`config.mk`:
```
export PLATFORM = sky130hd
export DESIGN_NAME = fetch_queue
export DESIGN_NICKNAME = d
export VERILOG_FILES = /design/src/rtl/rv32i_pkg.sv /design/src/rtl/fetch_queue.sv
export SDC_FILE = /design/constraint.sdc
export NUM_CORES = 1
export LEC_CHECK = 0
export CAP_MARGIN = 20
export CORE_ASPECT_RATIO = 1.25
export CORE_MARGIN = 5
export CORE_UTILIZATION = 40
export CTS_BUF_LIST = sky130_fd_sc_hd__clkbuf_4 sky130_fd_sc_hd__clkbuf_8
export DETAILED_ROUTE_END_ITERATION = 7
export SLEW_MARGIN = 30
export SYNTH_ARGS = -nofsm -noshare
export SYNTH_HDL_FRONTEND = slang
export SYNTH_SLANG_ARGS = --single-unit
```
`constraint.sdc`:
```
create_clock -name CLK -period 2.6 [get_ports CLK]
set_input_delay 0.65 -clock CLK [delete_from_list [all_inputs] [get_ports CLK]]
set_output_delay 0.65 -clock CLK [all_outputs]
set_load 0.02 [all_outputs]
```
`src/rtl/rv32i_pkg.sv`:
```
// Shared RV32I pipeline definitions: datapath widths, bubble encodings and
// the fetch-queue entry layout.
package rv32i_pkg;

  localparam int unsigned PC_W   = 13;
  localparam int unsigned INST_W = 32;

  localparam logic [PC_W-1:0]   BUBBLE_PC   = '0;
  localparam logic [INST_W-1:0] BUBBLE_INST = 32'd0;

  typedef struct packed {
    logic [PC_W-1:0]   pc;
    logic [INST_W-1:0] inst;
  } fq_entry_t;

endpackage

```
`src/rtl/fetch_queue.sv`:
```
// Instruction buffer between fetch and decode: DEPTH-entry {pc, inst} queue with
// valid/ready on both sides, one-cycle flush, and a bubble driven when empty.
module fetch_queue #(
  parameter int unsigned PC_W   = rv32i_pkg::PC_W,
  parameter int unsigned INST_W = rv32i_pkg::INST_W,
  parameter int unsigned DEPTH  = 4
) (
  input  logic                       CLK,
  input  logic                       NRST,
  input  logic                       flush,
  input  logic                       in_valid,
  output logic                       in_ready,
  input  logic [PC_W-1:0]            pcF,
  input  logic [INST_W-1:0]          instF,
  output logic                       out_valid,
  input  logic                       out_ready,
  output logic [PC_W-1:0]            pcC,
  output logic [INST_W-1:0]          instC,
  output logic [$clog2(DEPTH):0]     level
);

  import rv32i_pkg::*;

  localparam int unsigned AW = $clog2(DEPTH);
  localparam int unsigned CW = AW + 1;
  localparam logic [CW-1:0] FULL = CW'(DEPTH);

  typedef struct packed {
    logic [PC_W-1:0]   pc;
    logic [INST_W-1:0] inst;
  } entry_t;

  entry_t          mem [DEPTH];
  logic [AW-1:0]   wr_ptr;
  logic [AW-1:0]   rd_ptr;
  logic [CW-1:0]   count;
  logic            push;
  logic            pop;
  entry_t          head;

  // Handshakes depend on registered state only, so no input reaches an output.
  assign in_ready  = (count < FULL);
  assign out_valid = (count != '0);
  assign level     = count;
  assign push      = in_valid & in_ready;
  assign pop       = out_valid & out_ready;

  always_comb begin
    head  = mem[rd_ptr];
    pcC   = PC_W'(BUBBLE_PC);
    instC = INST_W'(BUBBLE_INST);
    if (out_valid) begin
      pcC   = head.pc;
      instC = head.inst;
    end
  end

  always_ff @(posedge CLK) begin
    if (!NRST) begin
      wr_ptr <= '0;
      rd_ptr <= '0;
      count  <= '0;
    end else if (flush) begin
      wr_ptr <= '0;
      rd_ptr <= '0;
      count  <= '0;
    end else begin
      if (push) wr_ptr <= wr_ptr + AW'(1);
      if (pop)  rd_ptr <= rd_ptr + AW'(1);
      unique case ({push, pop})
        2'b10:   count <= count + CW'(1);
        2'b01:   count <= count - CW'(1);
        default: count <= count;
      endcase
    end
  end

  // Storage is not reset; a write during reset or flush is harmless but suppressed anyway.
  always_ff @(posedge CLK) begin
    if (NRST && !flush && push) begin
      mem[wr_ptr] <= '{pc: pcF, inst: instF};
    end
  end

endmodule
```
==> reports/results.ini, run 1 <==
[yosys]
syn-num-nets = 395
netlist_area_mm2 = 0.00730
synth.most_common_cell = edfxtp_1
syn_inst = 339
synth_flop_cell = edfxtp_1
synth_area_leaders = edfxtp_1 (74%), mux4_2 (14%), nor2b_1 (3.3%)
synth_warnings = 0
synthTopCellsByCount = edfxtp_1 (180), mux4_2 (45), nor2b_1 (39)
synth_edf_count = 180
synth.avg_cell_area_um2 = 21.5
synthArstFlopShare_pct = 0
synth_top_area_share_pct = 74.0
ys_ff_latch = 189
synth_top_area_cell = edfxtp_1
synth.distinct_cells = 26
synth-seq-area-share_pct = 76.5

[sta]
finalClockSkew_ns = 0.0133
max_freq_mhz = 386
maxSlewHeadroom_pct = 77.8
post-route-min-period_ns = 2.59
rsz0062_at_grt = yes
timing.final.crit_share_pct = 99.6
finalSetupViolCount = 0
slew_violations = 0
tightest_slew_ns = 0.332
finalHoldViolCount = 0

[worst_setup_path]
path_common_cell = buf_6
crit_arrival_ns = 1.94
crit_path_top_delay_cell = mux4_2
reg2reg_slack_ns = 0.32
worstSetupEndpointType = output pin
path_class = reg -> out
crit_path_cell_trace = buf_6, buf_12, buf_16, mux4_2, and2b_1, buf_6
required_ns = 1.95
max_stage_delay_ns = 0.48
worst_setup_path_start_kind = flip-flop
cp_max_fo = 5

[place]
place_congestion = 0.690
dp.cells = 669
portBuffers = 99
dp_hpwl_mm = 8.79

[power]
power_density_mw_per_mm2 = 617
irDropWorstVdd_uv = 355
power_w = 0.00567
leakage_nw = 3.06

[cts]
clk_path_buf_depth = 2
worstSkewPairLatency_ns = 0.45
numClockSinks = 189
clk_pin_slew_ns = 0.09
root_buffer = clkbuf_8
cts_tree = built
cts.htree.levels = 4
cts_buffers = 17

[global_route]
grt_start_max_net_pins = 34
antenna_found_initial = 1
grt_usage_pct = 14.2
overflow = 0
grt_first_pass_wirelength_mm = 21.9
grt_pass1_vias = 3915

[route]
viasPerCell = 4.94
drt-pass1-iter-count = 4
final_antenna_net_count = 0
via_count = 3510
drc = 0
wl_mm = 14.1
wl_per_cell_um = 19.8
initialDrtViolationCount = 144

[floorplan]
die_area_mm2 = 0.0211
core_area_mm2 = 0.0180
die-width_um = 131
fp-row-count = 55
io_pins = 100
die_y_um = 161
start_util_pct = 40.5

[layout]
instances_no_fill = 711
nets = 525
area_growth_pct = 25.8
drive_gt1_share_pct = 33.0

[flow_run]
drv_cap = 0

[status]
status = completed

[hold_path]
worstHoldPathType = reg -> reg

==> critical path: cells and delay by family (launching register included) <==
kind / cells / cell delay [ns]
AND/OR/NAND/NOR: 1 / 0.18
multiplexers: 1 / 0.48
flip-flops: 1 / 0.39
buffers and inverters: 4 / 0.46
==> cells by family after synthesis <==
| kind of cell | after synthesis | share of synthesized area (%) |
|---|---|---|
| DFF | 189 | 76.5 |
| xor gates and xnor gates | 3 | 0.360 |
| and+or+nand+nor | 64 | 5.50 |
| AOI/OAI and AO/OA | 7 | 0.480 |
| adders and majority gates | 6 | 1.13 |
| buffers and inverters | 24 | 2.01 |
| muxes | 46 | 14.0 |
==> metrics by stage <==
step	hold WS (ns)	util [%]	setup TNS (ns)	setup slack, ns	cell area (µm²)
floorplan	0.459	-	0	0.0454	7300
global placement	0.467	48.6	0	0.00685	8770
detailed placement	0.494	48.6	-0.125	-0.125	8770
CTS	0.507	50.6	-1.12	-0.109	9130
global route	0.534	51.0	-2.82	-0.114	9190
finish	0.504	51.0	0	0.0111	9190
==> sequential cells by signal (all words and copies together), names as in the netlist, named ones only <==
name	count
wr_ptr	2
mem	180
level	3
rd_ptr	2
==> placed cells by master, fill, tap and decap left out, types with 3 or more instances in the layout <==
master	n
buf_2	31
a21oi_1	3
nor2b_4	4
edfxtp_1	180
inv_1	8
buf_6	12
o21ai_0	4
mux4_2	45
clkinv_1	4
clkbuf_8	17
clkdlybuf4s50_1	53
nor2b_1	33
nor2_1	5
buf_12	13
and3_2	4
dfxtp_1	7
buf_4	13
ha_1	5
inv_6	4
and2b_1	9
==> power by group <==
| part | internal (W) | leakage (nW) | switching (W) |
|---|---|---|---|
| logic | 0.000226 | 1.17 | 0.000227 |
| clock network | 0.000852 | 0.191 | 0.000988 |
| registers | 0.00336 | 1.70 | 0.0000118 |
==> layer usage <==
metal  vias up  track usage (%)  routed length [µm]
met1      1794             16.0                5460
met3        21             3.57                 639
met5         -                0                   0
met4         0             5.94                 286
met2        80             25.2                7680
li1       1615                -                   -
==> path summary, 6_finish.rpt <==
path	startpoint	end	cells past startpoint
setup / recovery	flip-flop	instC[26]	6
hold / removal	rd_ptr[0]	rd_ptr[0]	2
setup reg to reg	level[2]	level[2]	9
hold reg to reg	rd_ptr[0]	rd_ptr[0]	2
==> layout make-up <==
type	count	area, µm²
Antenna cell	1	2.50
Clock buffer	17	234
Clock inverter	15	145
Fill cell	1496	8840
Inverter	8	30.0
Multi-Input combinational cell	126	1620
Sequential cell	189	5590
Tap cell	228	285
Timing Repair Buffer	127	1280
==> timing repair <==
| item | 4_1_cts | 5_1_grt |
|---|---|---|
| resized for setup | 203 | 20 |
| endpoints found under the setup margin | 46 | 45 |
| setup buffers | 5 | 2 |
| gates cloned | 3 | 1 |
| hold buffers | 0 | 0 |
Power figures use the tool's default switching activity.
==> run 2, diff against run 1 <==
- ABC_CLOCK_PERIOD_IN_PS: not set -> 2600
==> results of run 2 <==
No change in the layout: final DEF, timing and power equal those of run 1.
==> run 3, diff against run 2 <==
- ABC_CLOCK_PERIOD_IN_PS: 2600 -> 3000
- GPL_ROUTABILITY_DRIVEN: not set -> 0
- SKIP_CTS_REPAIR_TIMING: not set -> 1
- clock period: 2.6 -> 3 ns (I/O delays scaled with it)
==> run 3 against run 2 <==
First-iteration DRC count rose by 15%. Routed wire length rose by 3.4%. Combinational power fell by 15%. Register-to-register slack improved by 0.35 ns. Flip-flop and latch count did not move. Total power fell by 15%. Critical endpoint is now instC[27]. Final cell count fell by 2.1%. Largest cell class unchanged. Clock-buffer cell count did not move. Via count fell by 0.43%. Highest routed layer unchanged.
==> reports/results.ini, run 3 (same netlist as run 1, synthesis figures left out) <==
[floorplan]
start_util_pct = 40.5  ; unchanged
die_y_um = 161  ; unchanged
die-width_um = 131  ; unchanged
die_area_mm2 = 0.0211  ; unchanged
io_pins = 100  ; unchanged
core_area_mm2 = 0.0180  ; unchanged
fp-row-count = 55  ; unchanged

[worst_setup_path]
crit_arrival_ns = 2.00  ; +0.06 ns
required_ns = 2.25  ; +0.30 ns
worst_setup_path_start_kind = flip-flop
worstSetupEndpointType = output pin
cp_max_fo = 14  ; +9
path_class = reg -> out

[power]
power_density_mw_per_mm2 = 525  ; -15%
switching_share_pct = 22.3  ; +0.61 points
pwr-share-comb_pct = 8.0  ; about the same
clockPowerShare_pct = 31.6  ; -0.9 points
leakage_nw = 3.62  ; +18%
p_switching_w = 0.00108  ; -12%
p_int_w = 0.00376  ; -15%
pwr-share-seq_pct = 60.4  ; +0.9 points
irDropWorstVdd_uv = 327  ; -7.7%
power_w = 0.00484  ; -15%

[route]
final_antenna_net_count = 0  ; unchanged
via_count = 3495  ; -0.43%
wl_mm = 14.5  ; +3.4%
initialDrtViolationCount = 165  ; +15%
viasPerCell = 5.02  ; +1.7%
drc = 0  ; unchanged
drt-pass1-iter-count = 4  ; unchanged
wl_per_cell_um = 20.9  ; +5.7%

[place]
dp.cells = 663  ; -0.90%
portBuffers = 99  ; unchanged
dp_hpwl_mm = 8.78  ; -0.11%

[sta]
tightest_slew_ns = 0.308  ; -0.0241 ns
timing.final.crit_share_pct = 91.7
finalSetupViolCount = 0  ; unchanged
finalClockSkew_ns = 0.0128  ; -0.000494 ns
post-route-min-period_ns = 2.75
maxSlewHeadroom_pct = 79.5  ; +1.7 points
finalHoldViolCount = 0  ; unchanged
rsz0062_at_grt = no
slew_violations = 0  ; unchanged
max_freq_mhz = 363

[global_route]
grt_usage_pct = 14.3  ; +0.15 points
grt.busiest_layer = met2
overflow = 0  ; unchanged
antenna_found_initial = 0  ; -1
grtUsageMet3_pct = 4.07  ; +0.50 points
grt_first_pass_wirelength_mm = 22.1  ; +0.69%
grt_start_max_net_pins = 51  ; +50%
gr-usage-met2_pct = 24.4  ; -0.86 points
grt_use_met1_pct = 17.1  ; +1.1 points
grt_pass1_vias = 3914  ; -0.026%

[hold_path]
worstHoldPathType = reg -> reg

[cts]
clk_pin_slew_ns = 0.09  ; about the same
cts_tree = built
numClockSinks = 189  ; unchanged
worstSkewPairLatency_ns = 0.45  ; about the same
cts.htree.levels = 4  ; unchanged
root_buffer = clkbuf_8
clk_path_buf_depth = 2  ; unchanged
cts_buffers = 17  ; unchanged

[layout]
ff_latch_area_mm2 = 0.00559  ; unchanged
nets = 511  ; -2.7%
final_cell_mix = edfxtp_1 (180), clkdlybuf4s50_1 (54), mux4_2 (45), dlymetal6s2s_1 (45), nor2b_1 (39)
top_register = mem
diodes = 0  ; -1
multi_input_area_mm2 = 0.00158  ; -2.2%
instances_no_fill = 696  ; -2.1%
layout_commonest_cell = edfxtp_1
largest_reg_flops = 180  ; unchanged
area_growth_pct = 26.3
n_fill_cell = 1500  ; +0.27%
drive_gt1_share_pct = 20.5  ; -12 points

[flow_run]
drv_cap = 0  ; unchanged

[status]
status = completed

## run 3: area by class of cell
class | instances | area share, %
flip-flops and latches | 189 | 60.7
clock buffers | 17 | 2.54
repair buffers | 113 | 14.9
clock inverters | 15 | 1.32
inverters | 8 | 0.326
well taps | 228 | 3.09
multi-input cells | 126 | 17.1
## run 3: routing by layer
layer / wire length (µm) / share of wire, % / vias up
li1: - / - / 1587
met4: 357 / 2.5 / 0
met2: 7610 / 52 / 89
met1: 5840 / 40 / 1794
met3: 738 / 5.1 / 25
met5: 0 / 0 / -
## run 3: power groups by stage
stage | clock network [W] | logic [W] | registers [W]
6_report | 0.00153 | 0.000386 | 0.00292
5_1_grt | 0.00169 | 0.000416 | 0.00293
4_1_cts | 0.00158 | 0.000401 | 0.00292
3_5_place_dp | 0 | 0.000400 | 0.00298
3_3_place_gp | 0 | 0.000394 | 0.00298
2_1_floorplan | 0 | 0.000179 | 0.00299
## run 3: final timing paths
path | end | depth (start not counted) | slack (ns) | start
setup / recovery | instC[27] | 4 | 0.25 | flip-flop
hold / removal | flip-flop | 2 | 0.49 | rd_ptr[1]
setup reg to reg | level[2] | 9 | 0.67 | level[2]
hold reg to reg | flip-flop | 2 | 0.49 | rd_ptr[1]
## run 3: stage by stage
| stage | cell area [µm²] | TNS [ns] | setup WS (ns) | hold WS, ns | utilization, % |
|---|---|---|---|---|---|
| floorplan | 7300 | 0 | 0.345 | 0.459 | - |
| global route | 9220 | 0 | 0.139 | 0.533 | 51.1 |
| finish | 9220 | 0 | 0.249 | 0.493 | 51.1 |
| global placement | 8710 | 0 | 0.257 | 0.465 | 48.3 |
| CTS | 9070 | -5.32 | -0.241 | 0.500 | 50.3 |
| detailed placement | 8710 | 0 | 0.189 | 0.487 | 48.3 |
## run 3: critical path, cell delays in order, from the launching register on
cell            delay [ns]
dfxtp_4               0.43
clkbuf_16             0.23
mux4_2                0.50
nor2b_1               0.16
dlymetal6s2s_1        0.22
